File: src/rtl/execcmd_mc.sv
// Multi-channel command executor: fetches a 16-bit command stream from a command RAM and
// runs register writes, reads, read-modify-writes and polls on one of NCH register-bus targets.
module execcmd_mc #(
    parameter int AW       = 10,
    parameter int RAW      = 14,
    parameter int NCH      = 2,
    parameter int POLL_MAX = 1024
) (
    input  logic                 clk,
    input  logic                 rst,
    input  logic                 start_exec,
    output logic                 busy,
    output logic                 err,
    output logic [AW:0]          out_len,
    output logic [AW-1:0]        inram_address,
    output logic                 inram_re,
    input  logic [15:0]          inram_q,
    output logic [AW-1:0]        outram_address,
    output logic                 outram_we,
    output logic [15:0]          outram_d,
    output logic [RAW-1:0]       reg_addr,
    output logic [31:0]          reg_writedata,
    output logic [NCH-1:0]       reg_rd,
    output logic [NCH-1:0]       reg_wr,
    input  logic [NCH-1:0]       reg_ready,
    input  logic [32*NCH-1:0]    reg_readdata
);

    localparam int PCW = $clog2(POLL_MAX + 1);

    typedef enum logic [3:0] {
        S_IDLE,
        S_FETCH,
        S_CAPTURE,
        S_DECODE,
        S_BUS_RD,
        S_BUS_WR,
        S_RESULT,
        S_POLL_CHK,
        S_ERROR
    } state_t;

    state_t           r_state;
    state_t           w_state_next;

    logic [AW:0]      r_ptr;
    logic [2:0]       r_wcnt;
    logic [15:0]      r_words [0:5];
    logic [31:0]      r_rdata;
    logic [31:0]      r_wdata;
    logic [PCW-1:0]   r_pcnt;
    logic             r_ridx;
    logic [AW:0]      r_out_len;
    logic             r_err;

    logic [3:0]       w_op;
    logic [3:0]       w_ch;
    logic [3:0]       w_cap_op;
    logic [2:0]       w_need;
    logic [31:0]      w_opa;
    logic [31:0]      w_opb;
    logic             w_bad;
    logic             w_ready;
    logic [31:0]      w_rdata;
    logic             w_rd_stb;
    logic             w_wr_stb;
    logic             w_match;
    logic             w_unused;

    // The header stays in slot 0 until the next header is captured, so opcode
    // and channel can be read straight from it for the whole command.
    assign w_op    = r_words[0][15:12];
    assign w_ch    = r_words[0][11:8];
    assign w_opa   = {r_words[3], r_words[2]};
    assign w_opb   = {r_words[5], r_words[4]};
    assign w_bad   = (w_op > 4'd4) || ({1'b0, w_ch} >= 5'(NCH));
    assign w_match = ((r_rdata & w_opa) == w_opb);

    assign w_unused = ^{r_words[0][7:0], r_words[1]};

    // Total words of the command, decided from the header as it arrives.
    always_comb begin
        w_cap_op = (r_wcnt == 3'd0) ? inram_q[15:12] : w_op;
        case (w_cap_op)
            4'd1:       w_need = 3'd4;
            4'd2:       w_need = 3'd2;
            4'd3, 4'd4: w_need = 3'd6;
            default:    w_need = 3'd1;
        endcase
    end

    always_comb begin
        w_ready = 1'b0;
        w_rdata = '0;
        for (int c = 0; c < NCH; c++) begin
            if (w_ch == 4'(c)) begin
                w_ready = reg_ready[c];
                w_rdata = reg_readdata[32*c +: 32];
            end
        end
    end

    always_ff @(posedge clk) begin
        if (rst) begin
            r_state <= S_IDLE;
        end else begin
            r_state <= w_state_next;
        end
    end

    always_comb begin
        w_state_next = r_state;
        inram_re     = 1'b0;
        outram_we    = 1'b0;
        w_rd_stb     = 1'b0;
        w_wr_stb     = 1'b0;
        case (r_state)
            S_IDLE: begin
                if (start_exec) begin
                    w_state_next = S_FETCH;
                end
            end
            S_FETCH: begin
                if (r_ptr[AW]) begin
                    w_state_next = S_ERROR;
                end else begin
                    inram_re     = 1'b1;
                    w_state_next = S_CAPTURE;
                end
            end
            S_CAPTURE: begin
                if (r_wcnt + 3'd1 == w_need) begin
                    w_state_next = S_DECODE;
                end else begin
                    w_state_next = S_FETCH;
                end
            end
            S_DECODE: begin
                if (w_bad) begin
                    w_state_next = S_ERROR;
                end else if (w_op == 4'd0) begin
                    w_state_next = S_IDLE;
                end else if (w_op == 4'd1) begin
                    w_state_next = S_BUS_WR;
                end else begin
                    w_state_next = S_BUS_RD;
                end
            end
            S_BUS_RD: begin
                w_rd_stb = 1'b1;
                if (w_ready) begin
                    case (w_op)
                        4'd2:    w_state_next = S_RESULT;
                        4'd3:    w_state_next = S_BUS_WR;
                        default: w_state_next = S_POLL_CHK;
                    endcase
                end
            end
            S_BUS_WR: begin
                w_wr_stb = 1'b1;
                if (w_ready) begin
                    w_state_next = S_FETCH;
                end
            end
            S_RESULT: begin
                // A full result RAM stops the run before the write is issued.
                if (r_out_len[AW]) begin
                    w_state_next = S_ERROR;
                end else begin
                    outram_we = 1'b1;
                    if (r_ridx) begin
                        w_state_next = S_FETCH;
                    end
                end
            end
            S_POLL_CHK: begin
                if (w_match) begin
                    w_state_next = S_RESULT;
                end else if (r_pcnt == PCW'(POLL_MAX)) begin
                    w_state_next = S_ERROR;
                end else begin
                    w_state_next = S_BUS_RD;
                end
            end
            S_ERROR: begin
                w_state_next = S_IDLE;
            end
            default: begin
                w_state_next = S_IDLE;
            end
        endcase
    end

    always_ff @(posedge clk) begin
        if (rst) begin
            r_ptr     <= '0;
            r_wcnt    <= '0;
            r_rdata   <= '0;
            r_wdata   <= '0;
            r_pcnt    <= '0;
            r_ridx    <= 1'b0;
            r_out_len <= '0;
            r_err     <= 1'b0;
            for (int i = 0; i < 6; i++) begin
                r_words[i] <= '0;
            end
        end else begin
            case (r_state)
                S_IDLE: begin
                    if (start_exec) begin
                        r_ptr     <= '0;
                        r_wcnt    <= '0;
                        r_out_len <= '0;
                        r_err     <= 1'b0;
                    end
                end
                S_CAPTURE: begin
                    for (int i = 0; i < 6; i++) begin
                        if (r_wcnt == 3'(i)) begin
                            r_words[i] <= inram_q;
                        end
                    end
                    r_ptr  <= r_ptr + (AW+1)'(1);
                    r_wcnt <= (w_state_next == S_DECODE) ? 3'd0 : r_wcnt + 3'd1;
                end
                S_DECODE: begin
                    r_pcnt <= '0;
                    if (w_op == 4'd1) begin
                        r_wdata <= w_opa;
                    end
                end
                S_BUS_RD: begin
                    if (w_ready) begin
                        r_rdata <= w_rdata;
                        r_pcnt  <= r_pcnt + PCW'(1);
                        r_ridx  <= 1'b0;
                        if (w_op == 4'd3) begin
                            r_wdata <= (w_rdata & ~w_opa) | (w_opb & w_opa);
                        end
                    end
                end
                S_RESULT: begin
                    if (!r_out_len[AW]) begin
                        r_out_len <= r_out_len + (AW+1)'(1);
                        r_ridx    <= ~r_ridx;
                    end
                end
                default: begin
                end
            endcase
            if (w_state_next == S_ERROR) begin
                r_err <= 1'b1;
            end
        end
    end

    for (genvar gi = 0; gi < NCH; gi++) begin : g_stb
        assign reg_rd[gi] = w_rd_stb && (w_ch == 4'(gi));
        assign reg_wr[gi] = w_wr_stb && (w_ch == 4'(gi));
    end

    assign busy           = (r_state != S_IDLE) && (r_state != S_ERROR);
    assign err            = r_err;
    assign out_len        = r_out_len;
    assign inram_address  = r_ptr[AW-1:0];
    assign outram_address = r_out_len[AW-1:0];
    assign outram_d       = r_ridx ? r_rdata[31:16] : r_rdata[15:0];
    assign reg_addr       = r_words[1][RAW-1:0];
    assign reg_writedata  = r_wdata;

endmodule
File: config.mk
export PLATFORM = sky130hd
export DESIGN_NAME = execcmd_mc
export DESIGN_NICKNAME = d
export VERILOG_FILES = /design/src/rtl/execcmd_mc.sv
export SDC_FILE = /design/constraint.sdc
export NUM_CORES = 1
export LEC_CHECK = 0
export ABC_AREA = 1
export BUFFER_PORTS_ARGS = -buffer_cell sky130_fd_sc_hd__buf_2
export CAP_MARGIN = 20
export CORE_MARGIN = 5
export CORE_UTILIZATION = 59
export CTS_CLUSTER_SIZE = 10
export DETAILED_ROUTE_END_ITERATION = 16
export PLACE_DENSITY = 0.85
export SYNTH_ARGS = -nofsm -noshare
export SYNTH_HDL_FRONTEND = slang
export SYNTH_SLANG_ARGS = --single-unit
File: constraint.sdc
create_clock -name clk -period 3.8 [get_ports clk]
set_input_delay 0.19 -clock clk [delete_from_list [all_inputs] [get_ports clk]]
set_output_delay 0.19 -clock clk [all_outputs]
set_load 0.1 [all_outputs]
==> reports/qor.csv <==
stage,metric,value,unit
floorplan,die_h,139,um
power,powerDensity,401,nW/um^2
worst_setup_path,rr_worst_depth,10,
worst_setup_path,critPathLaunch,r_state[1],
finish,drive_above_1_share,17.9,%
worst_setup_path,regToRegSetupSlack,0.83,ns
yosys,synth-async-reset-ratio,0,%
finish,areaGrowthSynthToFinish,14.2,%
clock_tree,ctsHoldBuffers,0,
worst_setup_path,setup.worst_path.start_class,flop,
clock_tree,cts_buffers,17,
finish,multiInputGateArea,4200,um^2
global_route,grt_overflow,0,
yosys,synth_top_cell_area_share,26.2,%
global_route,antenna_found_initial,0,
placement,numPortBuffers,185,
worst_setup_path,crit_type,flop to flop,
global_route,grt_pass1_vias,8344,
power,power,4.51,mW
yosys,synth_top_flop_cell,dfxtp_1,
yosys,synth-edff-count,86,
worst_hold_path,hold_path_depth,3,
yosys,syn_avg_cell_area,7.60,um^2
finish,diodes,0,
timing,slew_headroom,33.0,%
yosys,yosysWarnings,0,
route,vias,9174,
floorplan,core_area,16500,um^2
worst_setup_path,crit_path_end,reg_writedata[5],
global_route,grt_pass1_wl,43.8,mm
timing,hold_viol,0,
timing,final.setup.worst_slack,0.830,ns
clock_tree,cts_tree,done,
timing,max_freq,0.337,GHz
yosys,syn_nets,1391,
yosys,yosysUniqueCellTypes,40,
global_route,grt.total_usage,28.2,%
placement,gp_congestion,0.926,
route,drtIter0Drc,958,
clock_tree,insertion_delay,0.44,ns
worst_setup_path,cp.required,4.13,ns
power,p_leak,5.12,nW
yosys,post-synth-top-area-cell,edfxtp_1,
timing,tns,0,ns
job,cap_violations,0,
clock_tree,root_buffer,clkbuf_16,
timing,grt_setup_unrepaired,false,
clock_tree,cts_setup_buffers,0,
floorplan,die_w,139,um
run_status,status,completed,
route,drc,0,
route,drt_first_pass_iters,6,
route,wl_per_cell,16.9,um
worst_setup_path,max_stage_delay,0.75,ns
timing,min_period,2.97,ns
worst_setup_path,slowest_stage,o22ai_4,
worst_setup_path,cp-end-kind,flop,
power,peakVddDrop,399,uV
timing,slew_viol_final,0,
worst_setup_path,cp_max_fo,33,
timing,worst_pin_slew,1.01,ns
timing,setup_viol,0,
floorplan,die-area,19400,um^2
worst_setup_path,path_cells,"inv_2, nand2_1, nor2_1, buf_4, inv_2, nor2_1, o22ai_4, inv_2, o21ai_0, nor2_1",
worst_hold_path,hp-class,input port to flop,
clock_tree,cts_resized,0,
timing,skew,0.00662,ns
worst_setup_path,crit_arrival,3.30,ns
finish,seq_area,4700,um^2
route,vias_per_cell,5.53,
worst_hold_path,min_from,inram_q[6],
placement,pre_cts_ws,0.940,ns
worst_setup_path,r2r-start,r_state[1],
yosys,synth_area,9860,um^2
floorplan,ios,186,
clock_tree,ctsLongestPathBuffers,2,
yosys,synth_cells,1297,
clock_tree,cts_max_level,4,
yosys,synth_most_common_cell,nor2_1,
finish,fill_cells,1322,
yosys,ys_seq_elements,192,
placement,hpwl,19.9,mm
floorplan,rows,47,
worst_setup_path,timing.rr.end,reg_writedata[5],
clock_tree,clk_pin_slew_worst_paths,0.07,ns
timing,fin_crit_sh,78.2,%
timing,hold_ws,0.125,ns
global_route,grt_max_degree,67,
route,wl,28.0,mm
yosys,ys_seq_area_share,47.7,%
yosys,synth_area_leaders,"edfxtp_1 (26%), dfxtp_1 (22%), nor2_1 (9.7%)",
finish,layout.nets,1520,
finish,final_util,68.4,%
floorplan,initial_core_util,59.9,%
clock_tree,numClockSinks,192,
route,drtAntennaViolNets,0,
yosys,synth_commonest_cells,"nor2_1 (254), nand2_1 (235), o21ai_0 (133), inv_1 (124), dfxtp_1 (106)",
==> flip-flops by register name, summed over array words and instances, names as in the netlist <==
signal	flops
err	1
r_words	86
reg_writedata	32
r_rdata	32
r_wcnt	3
r_pcnt	11
r_ridx	1
r_state	4
r_ptr	11
out_len	11
==> report_power, final <==
| group | internal [mW] | leakage (nW) | switching [mW] | total, mW |
|---|---|---|---|---|
| combinational | 0.116 | 3.10 | 0.356 | 0.471 |
| sequential | 2.20 | 1.74 | 0.0381 | 2.24 |
| clock | 1.04 | 0.276 | 0.768 | 1.81 |
==> per-layer routing <==
layer	GRT usage, %	vias to the layer above	part of all wire (%)
li1	-	4463	-
met1	39.5	4159	41
met2	44.2	498	45
met3	6.90	54	12
met4	7.67	0	2.3
met5	0	-	0
==> worst min path at each step <==
stage                          end
detailed placement        r_ptr[9]
global route        r_words[0][70]
floorplan                r_ptr[10]
finish              r_words[0][22]
global placement       r_rdata[25]
CTS                 r_words[0][70]
==> layout make-up <==
cell class,instances,share of cell area (%)
sequential,192,41.8
multi-input combinational,887,37.3
timing repair buffer,195,8.87
inverter,133,4.46
clock buffer,23,3.98
tap,220,2.44
clock inverter,9,1.17
==> placed cells by master (no fill, tap or decap), types with 3 or more instances in the layout <==
cell type	count
nor2_1	254
a211oi_1	3
o21bai_1	4
nor2_2	5
or2_2	9
nand2_1	235
o31ai_1	6
a21oi_1	45
nor3_1	15
inv_6	3
buf_4	9
inv_1	123
nand3_1	78
xor2_1	16
clkbuf_1	6
bufinv_16	3
buf_2	186
ha_1	9
dfxtp_1	106
o21ai_1	23
nand4_1	23
o21ai_0	130
inv_2	8
clkbuf_16	17
nor4_1	5
clkinv_1	3
nand3b_1	5
edfxtp_1	86
==> metrics by stage <==
stage	area, um^2	cells
6_report	11300	1659
3_3_place_gp	10700	1626
4_1_cts	11300	1658
3_5_place_dp	10700	1626
2_1_floorplan	9870	1297
5_1_grt	11300	1659
==> critical path: cells and delay by family, from the launching register on <==
kind	cells	cell delay, ns
buffers and inverters	4	1.02
and+or+nand+nor	4	0.31
DFF	1	0.42
AOI/OAI and AO/OA	2	1.07
==> logic make-up (layout without fill, tap and decap cells) <==
family	after synthesis	in the layout	synth area share, %
AO/OA/AOI/OAI	220	220	12.0
adder cells (fa/ha/maj)	9	9	1.14
buffers and inverters	218	360	9.86
flip-flops	192	192	47.7
AND/OR/NAND/NOR	640	640	27.7
XOR/XNOR	18	18	1.60
Note: power is estimated with default switching activity, not from simulation.
